## config.mk

```make
export PLATFORM = sky130hd
export DESIGN_NAME = onchip_memory_bist_master
export DESIGN_NICKNAME = d
export VERILOG_FILES = /design/src/rtl/onchip_memory_bist_master.sv
export SDC_FILE = /design/constraint.sdc
export NUM_CORES = 1
export LEC_CHECK = 0
export ABC_AREA = 0
export CAP_MARGIN = 20
export CORE_MARGIN = 3
export CORE_UTILIZATION = 51
export CTS_CLUSTER_DIAMETER = 60
export CTS_CLUSTER_SIZE = 20
export DETAILED_ROUTE_END_ITERATION = 10
export PLACE_DENSITY = 0.87
export SYNTH_ARGS = -nofsm -noshare
export SYNTH_HDL_FRONTEND = slang
export SYNTH_SLANG_ARGS = --single-unit
```

## constraint.sdc

```tcl
create_clock -name clk -period 5 [get_ports clk]
set_clock_uncertainty 0.1 [all_clocks]
set_input_delay 0.5 -clock clk [delete_from_list [all_inputs] [get_ports clk]]
set_output_delay 0.5 -clock clk [all_outputs]
set_load 0.005 [all_outputs]
```

## src/rtl/onchip_memory_bist_master.sv

```systemverilog
// onchip_memory_bist_master: Avalon-MM initiator that fills the on-chip
// memory with a seed+address pattern and/or reads it back and checks it.
// Every read carries its expected word and address through a
// READ_LATENCY-deep tag pipeline. The compare fires when the tag reaches
// the end of that pipeline.
module onchip_memory_bist_master #(
    parameter int DATA_WIDTH   = 32,
    parameter int ADDR_WIDTH   = 13,
    parameter int DEPTH        = 5120,
    parameter int READ_LATENCY = 1
) (
    input  logic                    clk,
    input  logic                    reset,
    input  logic                    start,
    input  logic [1:0]              mode,
    input  logic [DATA_WIDTH-1:0]   seed,
    output logic                    busy,
    output logic                    done,
    output logic                    pass,
    output logic [15:0]             err_count,
    output logic [ADDR_WIDTH-1:0]   first_err_addr,
    output logic [ADDR_WIDTH-1:0]   avm_address,
    output logic [DATA_WIDTH/8-1:0] avm_byteenable,
    output logic                    avm_chipselect,
    output logic                    avm_write,
    output logic [DATA_WIDTH-1:0]   avm_writedata,
    output logic                    avm_clken,
    input  logic [DATA_WIDTH-1:0]   avm_readdata
);

    localparam logic [ADDR_WIDTH-1:0] LAST_ADDR  = ADDR_WIDTH'(DEPTH - 1);
    localparam logic [1:0]            DRAIN_LAST = 2'(READ_LATENCY - 1);
    localparam logic [1:0]            MODE_VERIFY = 2'b01;
    localparam logic [1:0]            MODE_BOTH   = 2'b10;
    localparam logic [1:0]            MODE_RSVD   = 2'b11;

    typedef enum logic [2:0] {
        S_IDLE,
        S_FILL,
        S_GAP,
        S_VERIFY,
        S_DRAIN,
        S_DONE
    } state_t;

    typedef struct packed {
        logic                  vld;
        logic [DATA_WIDTH-1:0] exp;
        logic [ADDR_WIDTH-1:0] addr;
    } rd_tag_t;

    state_t                state_q, state_d;
    logic [ADDR_WIDTH-1:0] addr_q, addr_d;
    logic [1:0]            drain_q, drain_d;
    logic [1:0]            mode_q;
    logic [DATA_WIDTH-1:0] seed_q;
    logic [15:0]           err_q, err_d;
    logic [ADDR_WIDTH-1:0] first_q, first_d;
    logic                  pass_q, pass_d;
    rd_tag_t               rd_pipe_q [READ_LATENCY];

    logic                  accept;
    logic                  issue_rd;
    logic                  mismatch;
    logic [DATA_WIDTH-1:0] pattern;
    rd_tag_t               rd_ret;

    // Start is honoured only when idle and the mode is not reserved.
    always_comb begin
        accept   = (state_q == S_IDLE) && start && (mode != MODE_RSVD);
        issue_rd = (state_q == S_VERIFY);
        pattern  = (state_q == S_IDLE) ? '0 : seed_q + DATA_WIDTH'(addr_q);
        rd_ret   = rd_pipe_q[READ_LATENCY-1];
        mismatch = rd_ret.vld && (avm_readdata != rd_ret.exp);
    end

    // State, address counter and drain counter registers.
    always_ff @(posedge clk or posedge reset) begin
        if (reset) begin
            state_q <= S_IDLE;
            addr_q  <= '0;
            drain_q <= '0;
        end else begin
            state_q <= state_d;
            addr_q  <= addr_d;
            drain_q <= drain_d;
        end
    end

    // Next-state logic: sweep addresses in FILL and VERIFY, then retire reads in DRAIN.
    always_comb begin
        state_d = state_q;
        addr_d  = addr_q;
        drain_d = drain_q;
        case (state_q)
            S_IDLE: begin
                if (accept) begin
                    addr_d  = '0;
                    state_d = (mode == MODE_VERIFY) ? S_VERIFY : S_FILL;
                end
            end
            S_FILL: begin
                if (addr_q == LAST_ADDR) begin
                    addr_d  = '0;
                    state_d = (mode_q == MODE_BOTH) ? S_GAP : S_DONE;
                end else begin
                    addr_d = addr_q + 1'b1;
                end
            end
            S_GAP: begin
                state_d = S_VERIFY;
            end
            S_VERIFY: begin
                if (addr_q == LAST_ADDR) begin
                    addr_d  = '0;
                    drain_d = '0;
                    state_d = S_DRAIN;
                end else begin
                    addr_d = addr_q + 1'b1;
                end
            end
            S_DRAIN: begin
                if (drain_q == DRAIN_LAST) begin
                    state_d = S_DONE;
                end else begin
                    drain_d = drain_q + 1'b1;
                end
            end
            S_DONE: begin
                state_d = S_IDLE;
            end
            default: begin
                state_d = S_IDLE;
            end
        endcase
    end

    // The run configuration is captured at the start so that mid-run input changes have no effect.
    always_ff @(posedge clk or posedge reset) begin
        if (reset) begin
            mode_q <= '0;
            seed_q <= '0;
        end else if (accept) begin
            mode_q <= mode;
            seed_q <= seed;
        end
    end

    // Read tag pipeline: the expected word and address follow each read to its return cycle.
    always_ff @(posedge clk or posedge reset) begin
        if (reset) begin
            for (int unsigned i = 0; i < READ_LATENCY; i++) begin
                rd_pipe_q[i] <= '0;
            end
        end else begin
            rd_pipe_q[0] <= '{vld: issue_rd, exp: pattern, addr: addr_q};
            for (int unsigned i = 1; i < READ_LATENCY; i++) begin
                rd_pipe_q[i] <= rd_pipe_q[i-1];
            end
        end
    end

    // Result update: clear on start, count mismatches (saturating), and latch the first failing address.
    always_comb begin
        err_d   = err_q;
        first_d = first_q;
        pass_d  = pass_q;
        if (accept) begin
            err_d   = '0;
            first_d = '0;
            pass_d  = 1'b0;
        end else if (mismatch) begin
            if (err_q != '1) begin
                err_d = err_q + 16'd1;
            end
            if (err_q == '0) begin
                first_d = rd_ret.addr;
            end
        end
        // The final compare retires in the last DRAIN cycle, so err_d is used here rather than err_q.
        if ((state_q == S_DRAIN) && (drain_q == DRAIN_LAST)) begin
            pass_d = (err_d == '0);
        end
    end

    // Result registers hold until the next accepted start.
    always_ff @(posedge clk or posedge reset) begin
        if (reset) begin
            err_q   <= '0;
            first_q <= '0;
            pass_q  <= 1'b0;
        end else begin
            err_q   <= err_d;
            first_q <= first_d;
            pass_q  <= pass_d;
        end
    end

    // Bus and status outputs decoded from state, so they drop together with an asynchronous reset.
    always_comb begin
        busy           = (state_q != S_IDLE);
        done           = (state_q == S_DONE);
        avm_chipselect = (state_q == S_FILL) || (state_q == S_VERIFY);
        avm_write      = (state_q == S_FILL);
        avm_address    = avm_chipselect ? addr_q : '0;
        avm_byteenable = avm_chipselect ? '1 : '0;
        avm_writedata  = (state_q == S_FILL) ? pattern : '0;
        avm_clken      = 1'b1;
        pass           = pass_q;
        err_count      = err_q;
        first_err_addr = first_q;
    end

endmodule

```

# Yosys cells after proc, flatten, opt, wreduce, memory -nomap -nowiden
# Cells that the tools add are included.
dict set report word_totals {
  reg_bits 128
  latchBits 0
  ram_bits 0
  romBits 0
  out_inout_bits 84
  wordCells 76
  memories 0
}
dict set report op_classes {
  addsub 4
  n_mul 0
  n_div 0
  magnitude_cmp 0
  eq_ne 16
  shifts 0
  muxes 25
  bitwise 0
  n_reduce_logical 20
}
# op n
set ops {}
lappend ops {{13-bit two-way mux} 6}
lappend ops {{32-bit two-way mux} 2}
lappend ops {{16-bit two-way mux} 3}
lappend ops {{32-bit by 13-bit adder with 32-bit output} 1}
lappend ops {{16-bit zero test} 2}
lappend ops {{32-bit inequality test} 1}
lappend ops {{13-bit case mux with 2 select lines} 1}
lappend ops {{16-bit by 1-bit adder with 16-bit output (second input constant)} 1}
lappend ops {{16-bit inequality test (second input constant)} 1}
lappend ops {{3-bit two-way mux} 5}
lappend ops {{3-bit case mux with 5 select lines} 1}
lappend ops {{13-bit by 1-bit adder with 13-bit output (second input constant)} 1}
lappend ops {{13-bit == test (second input constant)} 1}
lappend ops {{2-bit nonzero test} 5}
lappend ops {{2-bit inequality test (second input constant)} 4}
lappend ops {{3-bit by 2-bit == test with 1-bit output (second input constant)} 2}
lappend ops {{3-bit == test (second input constant)} 2}
lappend ops {{2-bit two-way mux} 3}
lappend ops {{1-bit logical AND} 4}
lappend ops {{4-bit two-way mux} 1}
lappend ops {{2-bit by 1-bit inequality test with 1-bit output (second input constant)} 2}
lappend ops {{2-bit case mux with 2 select lines} 1}
lappend ops {{2-bit AND reduction} 2}
lappend ops {{4-bit AND reduction} 1}
lappend ops {{11 further kinds} 12}

# Depth between registers and ports, before layout
# Gate-level depths: netlist of run 1.
dict set report logic_depth {
  word_depth 6
  ltp_mapped 11
  mapped_depth_nobuf 11
}

# Least setup slack after synthesis of run 1
# OpenSTA, ideal clock, no wires.
dict set report synth_timing {
  path_type {reg2out}
  startpoint {register addr_q[0]}
  endpoint {output avm_writedata[22]}
  arrival_time_ps 2473
  path_slack_ps 1927
  path_stages_with_launch 12
  n_path_buf 0
  path_cell_list {dfrtp_1 -> ha_1 -> inv_1 -> fa_1 -> nor2b_1 -> o21ai_0 -> a21boi_0 -> o21ai_0 -> o211ai_2 -> nand4_1 -> xor2_1 -> nor2_1}
}
dict set report synth_between {
  elab_chain_len 3
}
# item line
set synth_rtl {}
lappend synth_rtl {{from (decl)} 53} ;# logic [ADDR_WIDTH-1:0] addr_q, addr_d;
lappend synth_rtl {{from (signal assigned)} 85} ;# addr_q <= addr_d;
lappend synth_rtl {{32-bit by 13-bit adder with 32-bit output} 72} ;# pattern = (state_q == S_IDLE) ? '0 : seed_q + DATA_WIDTH'(addr_q);
lappend synth_rtl {{32-bit two-way mux} 72}
lappend synth_rtl {{32-bit two-way mux} 207} ;# avm_writedata = (state_q == S_FILL) ? pattern : '0;
lappend synth_rtl {{to (decl)} 26} ;# output logic [DATA_WIDTH-1:0] avm_writedata,
# No other way between the ends.

# Worst setup path after layout of run 1
# Same ends and word-level chain as after synthesis.

==> impl_metrics.json, run 1 <==
{
  "crit_path_frequent_cell": "o21ai_0",
  "synth.most_common_cell": "nand2_1",
  "cpPeakStageDelay_ns": 0.50,
  "die_h_um": 122,
  "post-cts-setup-buffers": 0,
  "grt_pass1_wl_um": 29800,
  "cts_resized": 0,
  "grt_overflow": 0,
  "avgSynthCellArea_um2": 9.07,
  "antenna_found_initial": 0,
  "critPathKind": "reg2out",
  "grt_setup_unrepaired": "false",
  "final_layout_size_suffix_gt1_share_pct": 5.47,
  "critPathRequiredTime_ns": 4.40,
  "totalWireLength_um": 18900,
  "synth_edf_count": 0,
  "synthArstFlopShare_pct": 100,
  "hold_end": "seed_q[6]",
  "irDropWorstVdd_mv": 0.261,
  "drv_slew": 0,
  "areaGrowthSynthToFinish_pct": 31.3,
  "htreeDepth": 4,
  "cts_hold_buf": 0,
  "placed_area_um2": 8520,
  "die_w_um": 122,
  "ys.flop_type": "dfrtp_1",
  "final.setup.tns_ns": 0,
  "hold_violations": 0,
  "die-area_um2": 15000,
  "r2r_slack_ns": 1.76,
  "grt_max_degree": 46,
  "setup_viol": 0,
  "start_util_pct": 53.5,
  "synthTopCellsByCount": "nand2_1, dfrtp_1, nor2_1",
  "viasPerCell": 5.56,
  "detail_route.first_pass.iterations": 7,
  "synth_area_leaders": "dfrtp_1, nand2_1, xnor2_1",
  "start_kind": "flip-flop",
  "route.detailed.drc": 0,
  "worst_hold_slack_ns": 0.378,
  "synth_cell_types": 61,
  "fin_nets": 989,
  "min_path_type": "reg2reg",
  "cts_buffers": 17,
  "synth_top_area_share_pct": 46.3,
  "dr_total_vias": 6033,
  "wire_per_inst_um": 17.4,
  "r2r-start": "addr_q[0]",
  "hold_start": "seed_q[6]",
  "cap_violations": 0,
  "cts_root_buf": "clkbuf_16",
  "grt_pass1_vias": 5878,
  "r2r_end": "rd_pipe_q[31]",
  "fillers": 979,
  "crit_arrival_ns": 3.92,
  "detail-route-antenna-nets": 0,
  "insertion_delay_ns": 0.43,
  "outcome": "finished, final reports clean",
  "design_area_um2": 9080,
  "syn_area_um2": 6910,
  "worst_pin_slew_ns": 0.887,
  "port_buffers": 151,
  "fmax_ghz": 0.221,
  "slew_headroom_pct": 40.9,
  "cts_tree": "yes",
  "cts_buffer_depth": 2,
  "synth_nets": 849,
  "worstPathMaxFanout": 9,
  "end_kind": "primary output",
  "syn_inst": 762,
  "yosysWarnings": 0,
  "track_usage_pct": 26.0,
  "pin_count": 153,
  "gp_congestion": 0.957,
  "p_leak_nw": 4.02,
  "ys_seq_elements": 128,
  "core_um2": 12900,
  "ys_seq_area_share_pct": 46.3,
  "period_share_pct": 90.4,
  "path_clk_slew_ns": 0.05,
  "dp_hpwl_um": 13700,
  "period_needed_ns": 4.52,
  "r2r_cells": 11,
  "rows": 41,
  "drt_iter0_drc": 572,
  "crit_chain": "ha_1 -> inv_1 -> fa_1 -> nor2b_1 -> o21ai_0 -> a21boi_0 -> o21ai_0 -> o211ai_2 -> nand4_1 -> xor2_1 -> nor2_1 -> clkdlybuf4s50_1",
  "p_per_area_nw_per_um2": 254,
  "synth_largest_area_cell": "dfrtp_1",
  "clock-sinks": 128,
  "min_path_cells": 2,
  "cp_slowest_cell": "clkdlybuf4s50_1",
  "diodes": 0
}
-- worst max-delay path, delay by kind of cell, from the launching register on --
family | cells | cell delay (ns)
adder cells (fa/ha/maj) | 2 | 0.60
AND/OR/NAND/NOR | 3 | 0.39
buffers and inverters | 2 | 0.55
AO/OA/AOI/OAI | 4 | 1.28
flip-flops | 1 | 0.46
XOR/XNOR | 1 | 0.20
-- flip-flops by register name, summed over array words and instances (netlist names) --
register	count
pass	1
addr_q	13
state_q	3
err_count	16
rd_pipe_q	46
mode_q	2
seed_q	32
first_err_addr	13
drain_q	2
-- per-layer routing --
metal | global-route usage [%] | up-vias | wire length [um]
li1 | - | 2822 | -
met1 | 34.6 | 2866 | 7930
met2 | 40.9 | 294 | 8890
met3 | 6.08 | 51 | 1320
met4 | 11.5 | 0 | 742
met5 | 0 | - | 0
-- worst max-delay path by stage --
| stage | startpoint | to | slack, ns | depth (start not counted) |
|---|---|---|---|---|
| 6_report | addr_q[0] | avm_writedata[22] | 0.48 | 12 |
| 5_1_grt | addr_q[0] | avm_writedata[22] | 0.20 | 12 |
| 4_1_cts | addr_q[0] | avm_writedata[22] | 0.52 | 12 |
| 3_5_place_dp | addr_q[0] | avm_writedata[22] | 1.01 | 12 |
| 3_3_place_gp | addr_q[0] | avm_writedata[22] | 1.16 | 12 |
| 2_1_floorplan | reset | addr_q[0] | 0.99 | 1 |
-- kinds of logic after synthesis --
family / synth area share, %
multiplexers: 2.33
adder cells (fa/ha/maj): 3.37
other: 0.0542
flip-flops: 46.3
AO/OA/AOI/OAI: 9.09
buffers and inverters: 3.95
XOR/XNOR: 9.12
AND/OR/NAND/NOR: 25.8
-- where the power goes --
part	switching, W	internal, W	total (W)	leakage, nW
clock	0.000425	0.000751	0.00118	0.278
sequential	0.00000000322	0.00104	0.00104	1.64
combinational	0.0000393	0.0000569	0.0000962	2.10
total	0.000464	0.00185	0.00231	4.02
-- area by class of cell --
class	count	area (um2)	share of cell area, %
clock buffers	24	472	5.20
clock inverters	7	85.1	0.937
inverters	26	100	1.10
multi-input cells	572	3440	38.0
flip-flops and latches	128	3200	35.3
well taps	172	215	2.37
repair buffers	157	1560	17.1
-- cells in the final DEF (no fill, tap or decap), types with 3 or more instances in the layout --
cell and count:
xor2_1 21, inv_1 25, clkbuf_16 17, and4_1 5
a31oi_1 7, nand3_1 21, nor2b_1 7, nand2b_1 5
clkbuf_1 5, nor2_1 105, nor3_1 7, ha_1 17
o31ai_1 5, and2_1 31, nand2_1 130, xnor2_1 51
and3_1 23, nand4_1 19, nand3b_1 3, nor4_1 6
a21oi_1 14, clkdlybuf4s50_1 151, o21ai_0 34, o21a_1 3
dfrtp_1 128, clkinv_2 5, mux2i_1 15, buf_4 6
-- stage by stage --
stage               setup slack [ns]  total power, W  instances  utilization [%]
global route                   0.196         0.00238       1086             70.2
floorplan                      0.987         0.00108        762                -
global placement                1.16         0.00115       1055             65.9
detailed placement              1.01         0.00115       1055             65.9
finish                         0.479         0.00231       1086             70.2
CTS                            0.517         0.00232       1086             70.2
No activity file was read; power rests on OpenSTA's default activity.
==> inputs of run 2 (changes only) <==
- CORE_UTILIZATION: 51 -> 55
- DONT_BUFFER_PORTS: not set -> 1
- PLACE_DENSITY: 0.87 -> 0.76
- SLEW_MARGIN: not set -> 10
- clock period: 5 -> 4.6 ns (I/O delays scaled with it)
==> impl_metrics.json, run 2 (synthesis results as in run 1) <==
{
  "combPwrFrac_pct": 1.6,
  "diodes": 0,
  "period_share_pct": 88.8,
  "period_needed_ns": 4.08,
  "start_util_pct": 56.8,
  "cap_violations": 0,
  "seq_power_share_pct": 45.7,
  "die_w_um": 118,
  "grt_max_degree": 66,
  "cts_buffer_depth": 2,
  "core_um2": 12200,
  "hold_violations": 0,
  "final.setup.tns_ns": 0,
  "totalWireLength_um": 17400,
  "antenna_found_initial": 0,
  "drv_slew": 0,
  "dr_total_vias": 5506,
  "r2r_cells": 11,
  "path_clk_slew_ns": 0.06,
  "p_leak_nw": 3.45,
  "drt_iter0_drc": 480,
  "port_buffers": 0,
  "cts_tree": "yes",
  "hold_start": "seed[5]",
  "p_per_area_nw_per_um2": 325,
  "cts_buffers": 17,
  "post-cts-setup-buffers": 0,
  "rows": 40,
  "slew_headroom_pct": 40.4,
  "fin_nets": 839,
  "pin_count": 153,
  "dp.cells": 900,
  "setup_viol": 0,
  "die_h_um": 118,
  "critPathRequiredTime_ns": 4.04,
  "viasPerCell": 5.90,
  "cts_resized": 0,
  "intPower_w": 0.00190,
  "detail_route.first_pass.iterations": 5,
  "dp_hpwl_um": 12400,
  "final_layout_size_suffix_gt1_share_pct": 7.32,
  "worst_hold_slack_ns": 0.0402,
  "worst_slack_ns": 0.516,
  "critPathKind": "reg2out",
  "insertion_delay_ns": 0.42,
  "largest_register_ffs": 46,
  "die-area_um2": 14000,
  "clkPwrFrac_pct": 52.7,
  "irDropWorstVdd_mv": 0.278,
  "htreeDepth": 4,
  "cts_root_buf": "clkbuf_16",
  "start_kind": "flip-flop",
  "route.detailed.drc": 0,
  "critPathLaunch": "addr_q[0]",
  "crit_arrival_ns": 3.52,
  "largest_register": "rd_pipe_q",
  "final_cell_mix": "nand2_1, dfrtp_1, nor2_1",
  "layout_commonest_cell": "nand2_1",
  "outcome": "finished, final reports clean",
  "min_path_cells": 2,
  "track_usage_pct": 25.5,
  "min_path_type": "in2reg",
  "swShare_pct": 22.8,
  "finalNonFillerCells": 933,
  "design_area_um2": 7580,
  "areaGrowthSynthToFinish_pct": 9.72,
  "fillers": 1014,
  "fmax_ghz": 0.245,
  "grt_setup_unrepaired": "false",
  "detail-route-antenna-nets": 0,
  "p_switching_w": 0.000563,
  "placed_area_um2": 7000,
  "grt_pass1_vias": 5486,
  "worstPathMaxFanout": 9,
  "grt_pass1_wl_um": 28200,
  "grt_overflow": 0,
  "worst_pin_slew_ns": 0.890,
  "wire_per_inst_um": 18.6,
  "r2r-start": "addr_q[0]",
  "clock-sinks": 128,
  "end_kind": "primary output",
  "pre_cts_ws_ns": 1.06,
  "gp_congestion": 0.897
}
-- run 2: cell count changes in the layout (fill, tap and decap cells not counted), sizes merged --
cell	change
inv	+4
clkbuf	-6
clkinvlp	+6
clkinv	-2
bufinv	-1
dlygate4sd3	+1
clkdlybuf4s50	-151
-- run 2: layout make-up --
type	instances	area [um2]	share of cell area [%]
timing repair buffer	7	55.1	0.726
sequential	128	3200	42.2
multi-input combinational	572	3440	45.4
clock inverter	14	133	1.75
clock buffer	18	439	5.79
inverter	26	100	1.32
tap	168	210	2.77
-- run 2: what timing repair did --
action | CTS | global route
hold endpoints to repair | 21 | 0
hold buffers | 1 | 0
endpoints found under the setup margin | 0 | 0
-- run 2: final timing paths --
check	end	slack [ns]
setup / recovery	avm_writedata[24]	0.52
hold / removal	seed_q[5]	0.04
setup reg to reg	rd_pipe_q[37]	1.29
hold reg to reg	seed_q[7]	0.38
max in group asynchronous	rd_pipe_q[21]	2.85
min in group asynchronous	rd_pipe_q[40]	0.57
-- run 2: per-layer routing --
layer	vias up	track usage, %	share of wire (%)
li1	2547	-	-
met1	2669	32.3	42
met2	250	40.5	48
met3	40	8.02	8.1
met4	0	10.3	2.8
met5	-	0	0
-- run 2: worst max-delay path, stage by stage (launching register included) --
cell and delay (ns):
dfrtp_1 0.45, ha_1 0.21, inv_1 0.06, fa_1 0.40
nor2b_1 0.14, o21ai_0 0.11, a21boi_0 0.35, o21ai_0 0.30
o211ai_2 0.54, nand3b_1 0.17, xor2_1 0.27, nor2_1 0.10
-- run 2: metrics by stage --
stage,util (%),power (W)
after global routing,62.4,0.00253
final,62.4,0.00246
after detailed placement,57.6,0.00119
after floorplan,-,0.00118
after global placement,57.6,0.00119
after CTS,62.4,0.00248
-- run 2: power by group through the flow --
stage                     clock network [W]  logic [W]  registers [W]
after floorplan                           0  0.0000322        0.00115
after global placement                    0  0.0000402        0.00115
after detailed placement                  0  0.0000414        0.00115
after CTS                           0.00131  0.0000426        0.00113
after global routing                0.00136  0.0000465        0.00113
final                               0.00130  0.0000404        0.00113
